===== src/rtl/inst_buffer_pkg.sv =====
`default_nettype none
// ============================================================================
// inst_buffer_pkg : decoded-instruction types shared by decode, the
//                   instruction buffer and dispatch
// Revision        : 1.0
// ============================================================================
package inst_buffer_pkg;

  localparam int SS_N       = 4;
  localparam int LANE_W     = (SS_N > 1) ? $clog2(SS_N) : 1;
  localparam int IBUF_DEPTH = 16;
  localparam int IBUF_IDX   = $clog2(IBUF_DEPTH);

  typedef enum logic [1:0] {
    OPA_IS_RS1  = 2'd0,
    OPA_IS_NPC  = 2'd1,
    OPA_IS_PC   = 2'd2,
    OPA_IS_ZERO = 2'd3
  } alu_opa_select_e;

  typedef enum logic [1:0] {
    OPB_IS_RS2   = 2'd0,
    OPB_IS_I_IMM = 2'd1,
    OPB_IS_S_IMM = 2'd2,
    OPB_IS_U_IMM = 2'd3
  } alu_opb_select_e;

  typedef enum logic [2:0] {
    OP_ALU    = 3'd0,
    OP_MUL    = 3'd1,
    OP_LOAD   = 3'd2,
    OP_STORE  = 3'd3,
    OP_BRANCH = 3'd4,
    OP_JUMP   = 3'd5,
    OP_SYS    = 3'd6
  } op_type_e;

  // One lane of a decoded bundle; this is what each buffer entry stores.
  typedef struct packed {
    logic [31:0]     pc;
    logic [31:0]     inst;
    logic [4:0]      rs1_idx;
    logic [4:0]      rs2_idx;
    logic [4:0]      rd_idx;
    logic            uses_rd;
    alu_opa_select_e opa_select;
    alu_opb_select_e opb_select;
    op_type_e        op_type;
    logic            rs2_immediate;
    logic            pred_taken;
    logic [31:0]     pred_target;
    logic            halt;
  } DISP_INST;

  typedef struct packed {
    logic [SS_N-1:0][31:0]     pc;
    logic [SS_N-1:0][31:0]     inst;
    logic [SS_N-1:0][4:0]      rs1_idx;
    logic [SS_N-1:0][4:0]      rs2_idx;
    logic [SS_N-1:0][4:0]      rd_idx;
    logic [SS_N-1:0]           uses_rd;
    alu_opa_select_e [SS_N-1:0] opa_select;
    alu_opb_select_e [SS_N-1:0] opb_select;
    op_type_e [SS_N-1:0]       op_type;
    logic [SS_N-1:0]           rs2_immediate;
    logic [SS_N-1:0]           pred_taken;
    logic [SS_N-1:0][31:0]     pred_target;
    logic [SS_N-1:0]           halt;
  } FETCH_DISP_PACKET;

  function automatic DISP_INST pack_lane(input FETCH_DISP_PACKET pkt, input int lane);
    DISP_INST         r;
    logic [LANE_W-1:0] l;
    l               = LANE_W'(lane);
    r.pc            = pkt.pc[l];
    r.inst          = pkt.inst[l];
    r.rs1_idx       = pkt.rs1_idx[l];
    r.rs2_idx       = pkt.rs2_idx[l];
    r.rd_idx        = pkt.rd_idx[l];
    r.uses_rd       = pkt.uses_rd[l];
    r.opa_select    = pkt.opa_select[l];
    r.opb_select    = pkt.opb_select[l];
    r.op_type       = pkt.op_type[l];
    r.rs2_immediate = pkt.rs2_immediate[l];
    r.pred_taken    = pkt.pred_taken[l];
    r.pred_target   = pkt.pred_target[l];
    r.halt          = pkt.halt[l];
    return r;
  endfunction

  function automatic FETCH_DISP_PACKET unpack_lane(input FETCH_DISP_PACKET pkt,
                                                   input int lane,
                                                   input DISP_INST d);
    FETCH_DISP_PACKET  r;
    logic [LANE_W-1:0] l;
    r                  = pkt;
    l                  = LANE_W'(lane);
    r.pc[l]            = d.pc;
    r.inst[l]          = d.inst;
    r.rs1_idx[l]       = d.rs1_idx;
    r.rs2_idx[l]       = d.rs2_idx;
    r.rd_idx[l]        = d.rd_idx;
    r.uses_rd[l]       = d.uses_rd;
    r.opa_select[l]    = d.opa_select;
    r.opb_select[l]    = d.opb_select;
    r.op_type[l]       = d.op_type;
    r.rs2_immediate[l] = d.rs2_immediate;
    r.pred_taken[l]    = d.pred_taken;
    r.pred_target[l]   = d.pred_target;
    r.halt[l]          = d.halt;
    return r;
  endfunction

endpackage
`default_nettype wire


===== src/rtl/inst_buffer.sv =====
`default_nettype none
// ============================================================================
// inst_buffer : in-order circular queue of decoded instructions feeding dispatch
// Revision    : 1.0
// ============================================================================
module inst_buffer
  import inst_buffer_pkg::*;
#(
  parameter int DEPTH = IBUF_DEPTH,  // power of two, at least 2*N
  parameter int N     = SS_N         // must match the lane count of FETCH_DISP_PACKET
) (
  input  logic                         clock,
  input  logic                         reset,
  input  logic                         flush,
  input  FETCH_DISP_PACKET             in_packet,
  input  logic [N-1:0]                 in_valid,
  output logic                         in_ready,
  output FETCH_DISP_PACKET             disp_packet,
  output logic [N-1:0]                 disp_valid,
  input  logic [$clog2(N+1)-1:0]       dispatch_count,
  output logic [$clog2(DEPTH+1)-1:0]   count
);

  localparam int IDX_W = $clog2(DEPTH);
  localparam int CNT_W = $clog2(DEPTH + 1);

  logic [IDX_W-1:0] head;
  logic [IDX_W-1:0] tail;
  logic [IDX_W-1:0] head_next;
  logic [IDX_W-1:0] tail_next;
  logic [CNT_W-1:0] occupancy;
  logic [CNT_W-1:0] occupancy_next;
  logic [CNT_W-1:0] free_slots;
  logic [CNT_W-1:0] enq_k;
  logic [CNT_W-1:0] deq_req;
  logic [CNT_W-1:0] deq_d;
  logic             enq_fire;
  DISP_INST         rd_data [DEPTH];

  assign count      = occupancy;
  assign free_slots = CNT_W'(DEPTH) - occupancy;

  // Ready looks only at registered occupancy (and flush) so dispatch never
  // forms a combinational loop through this block.
  assign in_ready = (free_slots >= CNT_W'(N)) && !flush;
  assign enq_fire = in_ready && !flush;
  assign enq_k    = CNT_W'($countones(in_valid));
  assign deq_req  = CNT_W'(dispatch_count);
  assign deq_d    = (deq_req > occupancy) ? occupancy : deq_req;

  always_comb begin
    head_next      = head + IDX_W'(deq_d);
    tail_next      = tail + (enq_fire ? IDX_W'(enq_k) : '0);
    occupancy_next = occupancy + (enq_fire ? enq_k : '0) - deq_d;
    if (flush) begin
      head_next      = '0;
      tail_next      = '0;
      occupancy_next = '0;
    end
  end

  always_ff @(posedge clock or negedge reset) begin
    if (!reset) begin
      head      <= '0;
      tail      <= '0;
      occupancy <= '0;
    end else begin
      head      <= head_next;
      tail      <= tail_next;
      occupancy <= occupancy_next;
    end
  end

  // Each entry picks its source lane from its distance past the tail.
  for (genvar e = 0; e < DEPTH; e++) begin : g_mem
    DISP_INST         entry;
    logic [IDX_W-1:0] offset;

    assign offset = IDX_W'(e) - tail;

    always_ff @(posedge clock) begin
      if (enq_fire && (CNT_W'(offset) < enq_k)) begin
        entry <= pack_lane(in_packet, int'(offset));
      end
    end

    assign rd_data[e] = entry;
  end

  always_comb begin
    disp_packet = '0;
    disp_valid  = '0;
    for (int i = 0; i < N; i++) begin
      if (CNT_W'(i) < occupancy) begin
        disp_valid[i] = 1'b1;
        disp_packet   = unpack_lane(disp_packet, i, rd_data[IDX_W'(head + IDX_W'(i))]);
      end
    end
  end

  logic [N-1:0] valid_plus1;
  assign valid_plus1 = in_valid + N'(1);

  a_in_valid_prefix: assert property (
    @(posedge clock) disable iff (!reset) ((in_valid & valid_plus1) == '0));

  a_dispatch_bound: assert property (
    @(posedge clock) disable iff (!reset) (flush || (deq_req <= occupancy)));

endmodule
`default_nettype wire


===== config.mk =====
export PLATFORM = sky130hd
export DESIGN_NAME = inst_buffer
export DESIGN_NICKNAME = d
export VERILOG_FILES = /design/src/rtl/inst_buffer_pkg.sv /design/src/rtl/inst_buffer.sv
export SDC_FILE = /design/constraint.sdc
export NUM_CORES = 2
export LEC_CHECK = 0
export BUFFER_PORTS_ARGS = -buffer_cell sky130_fd_sc_hd__buf_2
export CAP_MARGIN = 10
export CORE_ASPECT_RATIO = 0.7
export CORE_UTILIZATION = 50
export CTS_CLUSTER_SIZE = 28
export DETAILED_ROUTE_END_ITERATION = 8
export GPL_ROUTABILITY_DRIVEN = 0
export GPL_TIMING_DRIVEN = 0
export PLACE_DENSITY_LB_ADDON = 0.08
export REMOVE_ABC_BUFFERS = 1
export SLEW_MARGIN = 20
export SYNTH_ARGS = -nofsm -noshare
export SYNTH_HDL_FRONTEND = slang
export SYNTH_SLANG_ARGS = --single-unit

===== constraint.sdc =====
create_clock -name clock -period 39.4 [get_ports clock]
set_clock_uncertainty 0.2 [all_clocks]
set_input_delay 7.88 -clock clock [delete_from_list [all_inputs] [get_ports clock]]
set_output_delay 7.88 -clock clock [all_outputs]
set_load 0.005 [all_outputs]

* Word level (Yosys, flattened, before mapping)
Index checks and enable logic that the tools add are counted.
** Operators by class
- Shifts and indexed selects :: 0
- Equal/unequal tests :: 0
- Reduce and logical (&&, ||, !) cells :: 19
- Order comparisons :: 42
- $mul :: 0
- Bitwise logic cells :: 4
- Add/subtract/negate cells :: 27
- Mux-type cells :: 442
- Divide/modulo/power cells :: 0
** Operators with widths (number)
- $bmux W32 S2 :: 48
- $bmux W122 S4 :: 4
- $mux W32 :: 48
- $mux W122 :: 8
- $mux W488 :: 1
- $bmux W5 S2 :: 48
- $mux W456 :: 1
- $mux W424 :: 1
- $mux W392 :: 1
- $mux W5 :: 50
- $bmux W1 S2 :: 64
- $bmux W2 S2 :: 32
- $bmux W3 S2 :: 16
- $mux W1 :: 68
- $lt A4 B3 Y1 :: 16
- $mux W2 :: 32
- $mux W3 :: 18
- $lt A2 B3 Y1 const B :: 16
- $sub A4 B4 Y4 const A :: 8
- $ge A5 B5 Y1 const B :: 4
- $not A4 Y5 :: 4
- $logic_and A1 B1 Y1 :: 18
- $sub A3 B4 Y4 const A :: 4
- $lt A1 B5 Y1 const A :: 2
- other kinds (16) :: 22
** Word-level totals
- Bits in latches :: 0
- Word-level logic and storage cells :: 745
- Register bits :: 1965
- Output and inout port bits :: 498
- ROM bits :: 0
- Input port bits :: 498
- Memories :: 0
- RAM bits :: 0

* Logic depth before layout (Yosys ltp)
- Word-level depth :: 8
- Gate-level depth with buffers :: 15
- Mapped depth without buffers :: 15

* Worst setup path after synthesis
No wires, ideal clock.
- Path kind :: in2reg
- From :: input port in_valid[0]
- To :: register g_mem[15].entry[0] (netlist bit) (enable)
- Setup slack :: 9769 ps
- Arrival time :: 28181 ps
- Buffers on the path :: 0
- Library setup time :: 1251 ps
- Cell stages on the path :: 7
- Path through :: fa_1 -> ha_1 -> ha_1 -> inv_1 -> ha_1 -> a21o_1 -> a2111oi_0
** Between the ends
- Word-level cells in the longest chain between the ends :: 4
** RTL lines
- from (decl) :: RTL line inst_buffer.sv:16 : input logic [N-1:0] in_valid,
- $add A1 B1 Y2 (implied by the code) :: RTL line inst_buffer.sv:47 : assign enq_k = CNT_W'($countones(in_valid));
- $add A2 B2 Y3 (implied by the code) :: RTL line inst_buffer.sv:47
- $lt A4 B3 Y1 :: RTL line inst_buffer.sv:82 : if (enq_fire && (CNT_W'(offset) < enq_k)) begin
- $logic_and A1 B1 Y1 :: RTL line inst_buffer.sv:82
- to (signal assigned) :: RTL line inst_buffer.sv:83 : entry <= pack_lane(in_packet, int'(offset));
- to (decl) :: RTL line inst_buffer.sv:76 : DISP_INST entry;
Every way passes these cells.
A chain may end at the register's enable or synchronous reset.

* Final worst setup path
- From :: input port flush
- To :: output port in_ready
** Between the ends
- Word-level cells in the longest chain between the ends :: 2
** RTL lines
- from (decl) :: RTL line inst_buffer.sv:14 : input logic flush,
- $logic_not A1 Y1 :: RTL line inst_buffer.sv:45 : assign in_ready = (free_slots >= CNT_W'(N)) && !flush;
- $logic_and A1 B1 Y1 :: RTL line inst_buffer.sv:45
- to (decl) :: RTL line inst_buffer.sv:17 : output logic in_ready,
Every way passes these cells.

==> reports/summary.txt <==
Post-CTS setup buffer count -> 0
Crit-path slowest cell -> or3_1
Mapped Area -> 135000 um^2
Maximum number of pins on one net before global-route repair -> 58
End of the worst hold path -> count[4]
Share of layout cells above drive strength 1 -> 49.9%
Post-Layout Cell Count -> 12700
Crit end category -> output port
Post-synthesis compound-gate area fraction -> 4.89%
CP arrival -> 9340 ps
Worst R2R End -> g_mem[8].entry[18]
Layout Cell Area excl Fill -> 159000 um^2
WL per Instance -> 39.9 um
Syn. warnings -> 0
Maxcap violations -> 0
Worst skew pair latency -> 900 ps
CTS Hold Bufs -> 0
Total GRT Usage -> 36.8%
Antenna Nets Post-Route -> 0
Hpwl dp -> 367000 um
Startpoint class of the critical path -> input pin
RSZ-0062 raised after global routing -> no
Critical path required time -> 31320 ps
Layout Utilization -> 59.6%
Worst reg-to-reg setup slack -> 33740 ps
Drt first pass iters -> 6
CTS Root Buffer Type -> clkbuf_16
Clk pin slew, worst setup/hold paths -> 70 ps
Vias/cell -> 7.61
DIE WIDTH -> 622 um
Final wirelength -> 507000 um
Iter 0 DRT Violations -> 13100
Die area -> 271000 um^2
Fmax -> 57.4 MHz
Remaining DRCs -> 0
Post-synthesis simple-gate area fraction -> 1.20%
Core area -> 266000 um^2
Initial antenna violation count -> 173
CP Class -> in -> out
Power share of the clock group -> 12.4%
Worst-Margin Slew -> 998 ps
Power per cell area -> 103 nW/um^2
Via count -> 96600
Vias in the first global route -> 93900
Clk buf depth -> 4
Worst hold path startpoint -> count[3]
Synth cell types -> 53
Main flop type after synthesis -> edfxtp_1
CP dominant cell by count -> buf_2
Largest delay share family, worst path -> buffers and inverters
Initial Util -> 50.5%
Post-synthesis sequential area ratio -> 43.8%
Syn Inst Count -> 7781
Final period util -> 44.2%
CP max stage delay -> 690 ps
Maximum VDD drop -> 66.4 uV
Fraction of registers with async set/reset -> 0.662%
First-pass GRT wire length -> 713000 um
Num CTS Buffers -> 210
Layout net count -> 9420
GR Util met1 -> 46.8%
Port buffer count -> 995
Die Y -> 436 um
Gr busiest metal -> met2
Area after DPL -> 151000 um^2
Internal cell power -> 9220 uW
IO Count -> 996
Worst Hold Path Cells -> 3
Status -> finished clean
Final hold violation count -> 0
Cts repair resizes -> 0
Setup TNS -> 0 ps
GRT met3 Usage -> 8.01%
DP Cell Count -> 12200
Slew margin rel. -> 33.3%
Reg-to-Reg Start -> tail[0]
Post-synth EDFFs -> 1952
Worst-path maximum fanout -> 14
Synthesized flop and latch total -> 1965
Final setup fails -> 0
Avg Inst Size Synth -> 17.3 um^2
Period minus WS final -> 17420 ps
Hold Path Class -> reg -> reg
M2 GR Usage -> 56.6%
Area grow syn2layout -> 17.9%
Cell Rows -> 158
Slew Viols, Final -> 0
Overall power -> 16400 uW
Worst path buffer plus inverter count -> 3
Post-Synth XOR/XNOR Area -> 0.165%
Sw frac -> 43.7%
Mux contribution to synthesized area -> 46.5%
R2R cell count -> 17
Leak pwr -> 0.0519 uW
Main combinational cell family by area after synthesis -> multiplexers
Comb pwr share -> 66.7%
CTS tree -> done
GRT overflow -> 0
Synth Area in Adders -> 0.452%
CTS Sinks -> 1965
H-tree depth -> 4
Reg power frac -> 20.9%
Worst path cell trace -> buf_2, or3_1, inv_1, buf_2
NetSw -> 7160 uW
[sequential cells by signal (all words and copies together) (netlist names)]
name / flops
g_mem.entry: 1952
tail: 4
count: 5
head: 4
[metal layers]
metal	routed length (um)	up-vias
met1	175000	50500
met5	232	-
met4	40900	38
li1	-	37100
met2	236000	7451
met3	55000	1557
[final cells by class]
cell class / instances / area [um^2]
clock buffer: 244 / 5450
tap: 3520 / 4400
clock inverter: 127 / 1420
timing repair buffer: 1737 / 16000
antenna: 138 / 345
inverter: 26 / 105
multi-input combinational: 4937 / 71900
fill: 19500 / 108000
sequential: 1965 / 59000
[metrics by stage]
step	setup WS [ps]	hold slack, ps
after global placement	-280040	555
after floorplan	-111160	501
final	21980	630
after detailed placement	22010	605
after global routing	21930	676
after CTS	22010	614
[power by group through the flow]
stage | registers, uW | logic (uW) | clock network, uW
2_1_floorplan | 3890 | 12300 | 0
3_3_place_gp | 4460 | 17100 | 0
3_5_place_dp | 3450 | 10800 | 0
4_1_cts | 3400 | 10800 | 2050
5_1_grt | 3470 | 11300 | 2120
6_report | 3430 | 10900 | 2030
[cells in the final DEF, fill, tap and decap left out, types with 8 or more instances in the layout]
| cell | instances |
|---|---|
| buf_6 | 52 |
| a32o_1 | 97 |
| o21ai_0 | 155 |
| dfrtp_1 | 8 |
| buf_8 | 21 |
| a211oi_1 | 23 |
| edfxtp_1 | 1952 |
| a221oi_1 | 71 |
| nand2_1 | 336 |
| mux2i_1 | 966 |
| diode_2 | 138 |
| nor2_1 | 10 |
| a21oi_1 | 112 |
| buf_4 | 155 |
| inv_1 | 24 |
| o221ai_1 | 97 |
| clkinv_1 | 30 |
| o22ai_1 | 313 |
| inv_6 | 10 |
| buf_2 | 1203 |
| a31oi_1 | 69 |
| clkbuf_1 | 31 |
| clkinv_2 | 32 |
| xnor2_1 | 8 |
| o21ai_1 | 20 |
| mux2_1 | 121 |
| buf_12 | 67 |
| clkbuf_16 | 213 |
| mux2_2 | 244 |
| ha_1 | 36 |
| clkinvlp_4 | 20 |
| buf_16 | 239 |
| nor2b_1 | 9 |
| bufinv_16 | 28 |
| mux4_2 | 2168 |
[tightest hold or removal path: cells and delay by family (launching register included)]
| family | cells | cell delay [ps] |
|---|---|---|
| flops | 1 | 480 |
| compound gates | 1 | 130 |
| xor+xnor | 1 | 120 |
| simple gates | 1 | 60 |
[cell families (layout without fill, tap and decap cells)]
family,count (synthesis),count (layout)
other,0,138
DFF,1965,1965
xor gates and xnor gates,22,22
buffers and inverters,879,2134
muxes,3499,3499
AOI/OAI and AO/OA,974,974
adders and majority gates,45,45
and+or+nand+nor,397,397
[cells in the mapped netlist, types with 4 or more instances]
| master | n | area share (%) |
|---|---|---|
| mux4_2 | 2168 | 36 |
| edfxtp_1 | 1952 | 44 |
| mux2i_1 | 966 | 7.2 |
| buf_2 | 407 | 1.5 |
| nand2_1 | 343 | 0.96 |
| clkbuf_1 | 337 | 0.94 |
| o22ai_1 | 313 | 1.5 |
| mux2_2 | 244 | 2.0 |
| o21ai_0 | 155 | 0.58 |
| mux2_1 | 121 | 1.0 |
| a21oi_1 | 112 | 0.42 |
| a32o_1 | 97 | 0.72 |
| o221ai_1 | 97 | 0.63 |
| a221oi_1 | 71 | 0.46 |
| a31oi_1 | 69 | 0.32 |
| buf_1 | 56 | 0.16 |
| buf_4 | 51 | 0.28 |
| ha_1 | 39 | 0.36 |
| inv_1 | 24 | 0.067 |
| a211oi_1 | 23 | 0.13 |
| o21ai_1 | 20 | 0.074 |
| dfrtp_1 | 13 | 0.24 |
| nor2_1 | 10 | 0.028 |
| nor2b_1 | 10 | 0.046 |
| xnor2_1 | 10 | 0.065 |
| xor2_1 | 8 | 0.052 |
| nand2b_1 | 7 | 0.033 |
| a21o_1 | 6 | 0.033 |
| and3_1 | 6 | 0.028 |
| fa_1 | 6 | 0.089 |
| nor3b_1 | 5 | 0.028 |
| a2111oi_0 | 4 | 0.026 |
[worst max path at each step]
stage	startpoint	to	slack [ps]	cells after the start
2_1_floorplan	head[0]	disp_packet[133]	-111160	5
3_3_place_gp	head[0]	disp_packet[274]	-280040	4
3_5_place_dp	flush	in_ready	22010	4
4_1_cts	flush	in_ready	22010	4
5_1_grt	flush	in_ready	21930	4
6_report	flush	in_ready	21980	4
No activity file was read; power rests on OpenSTA's default activity.
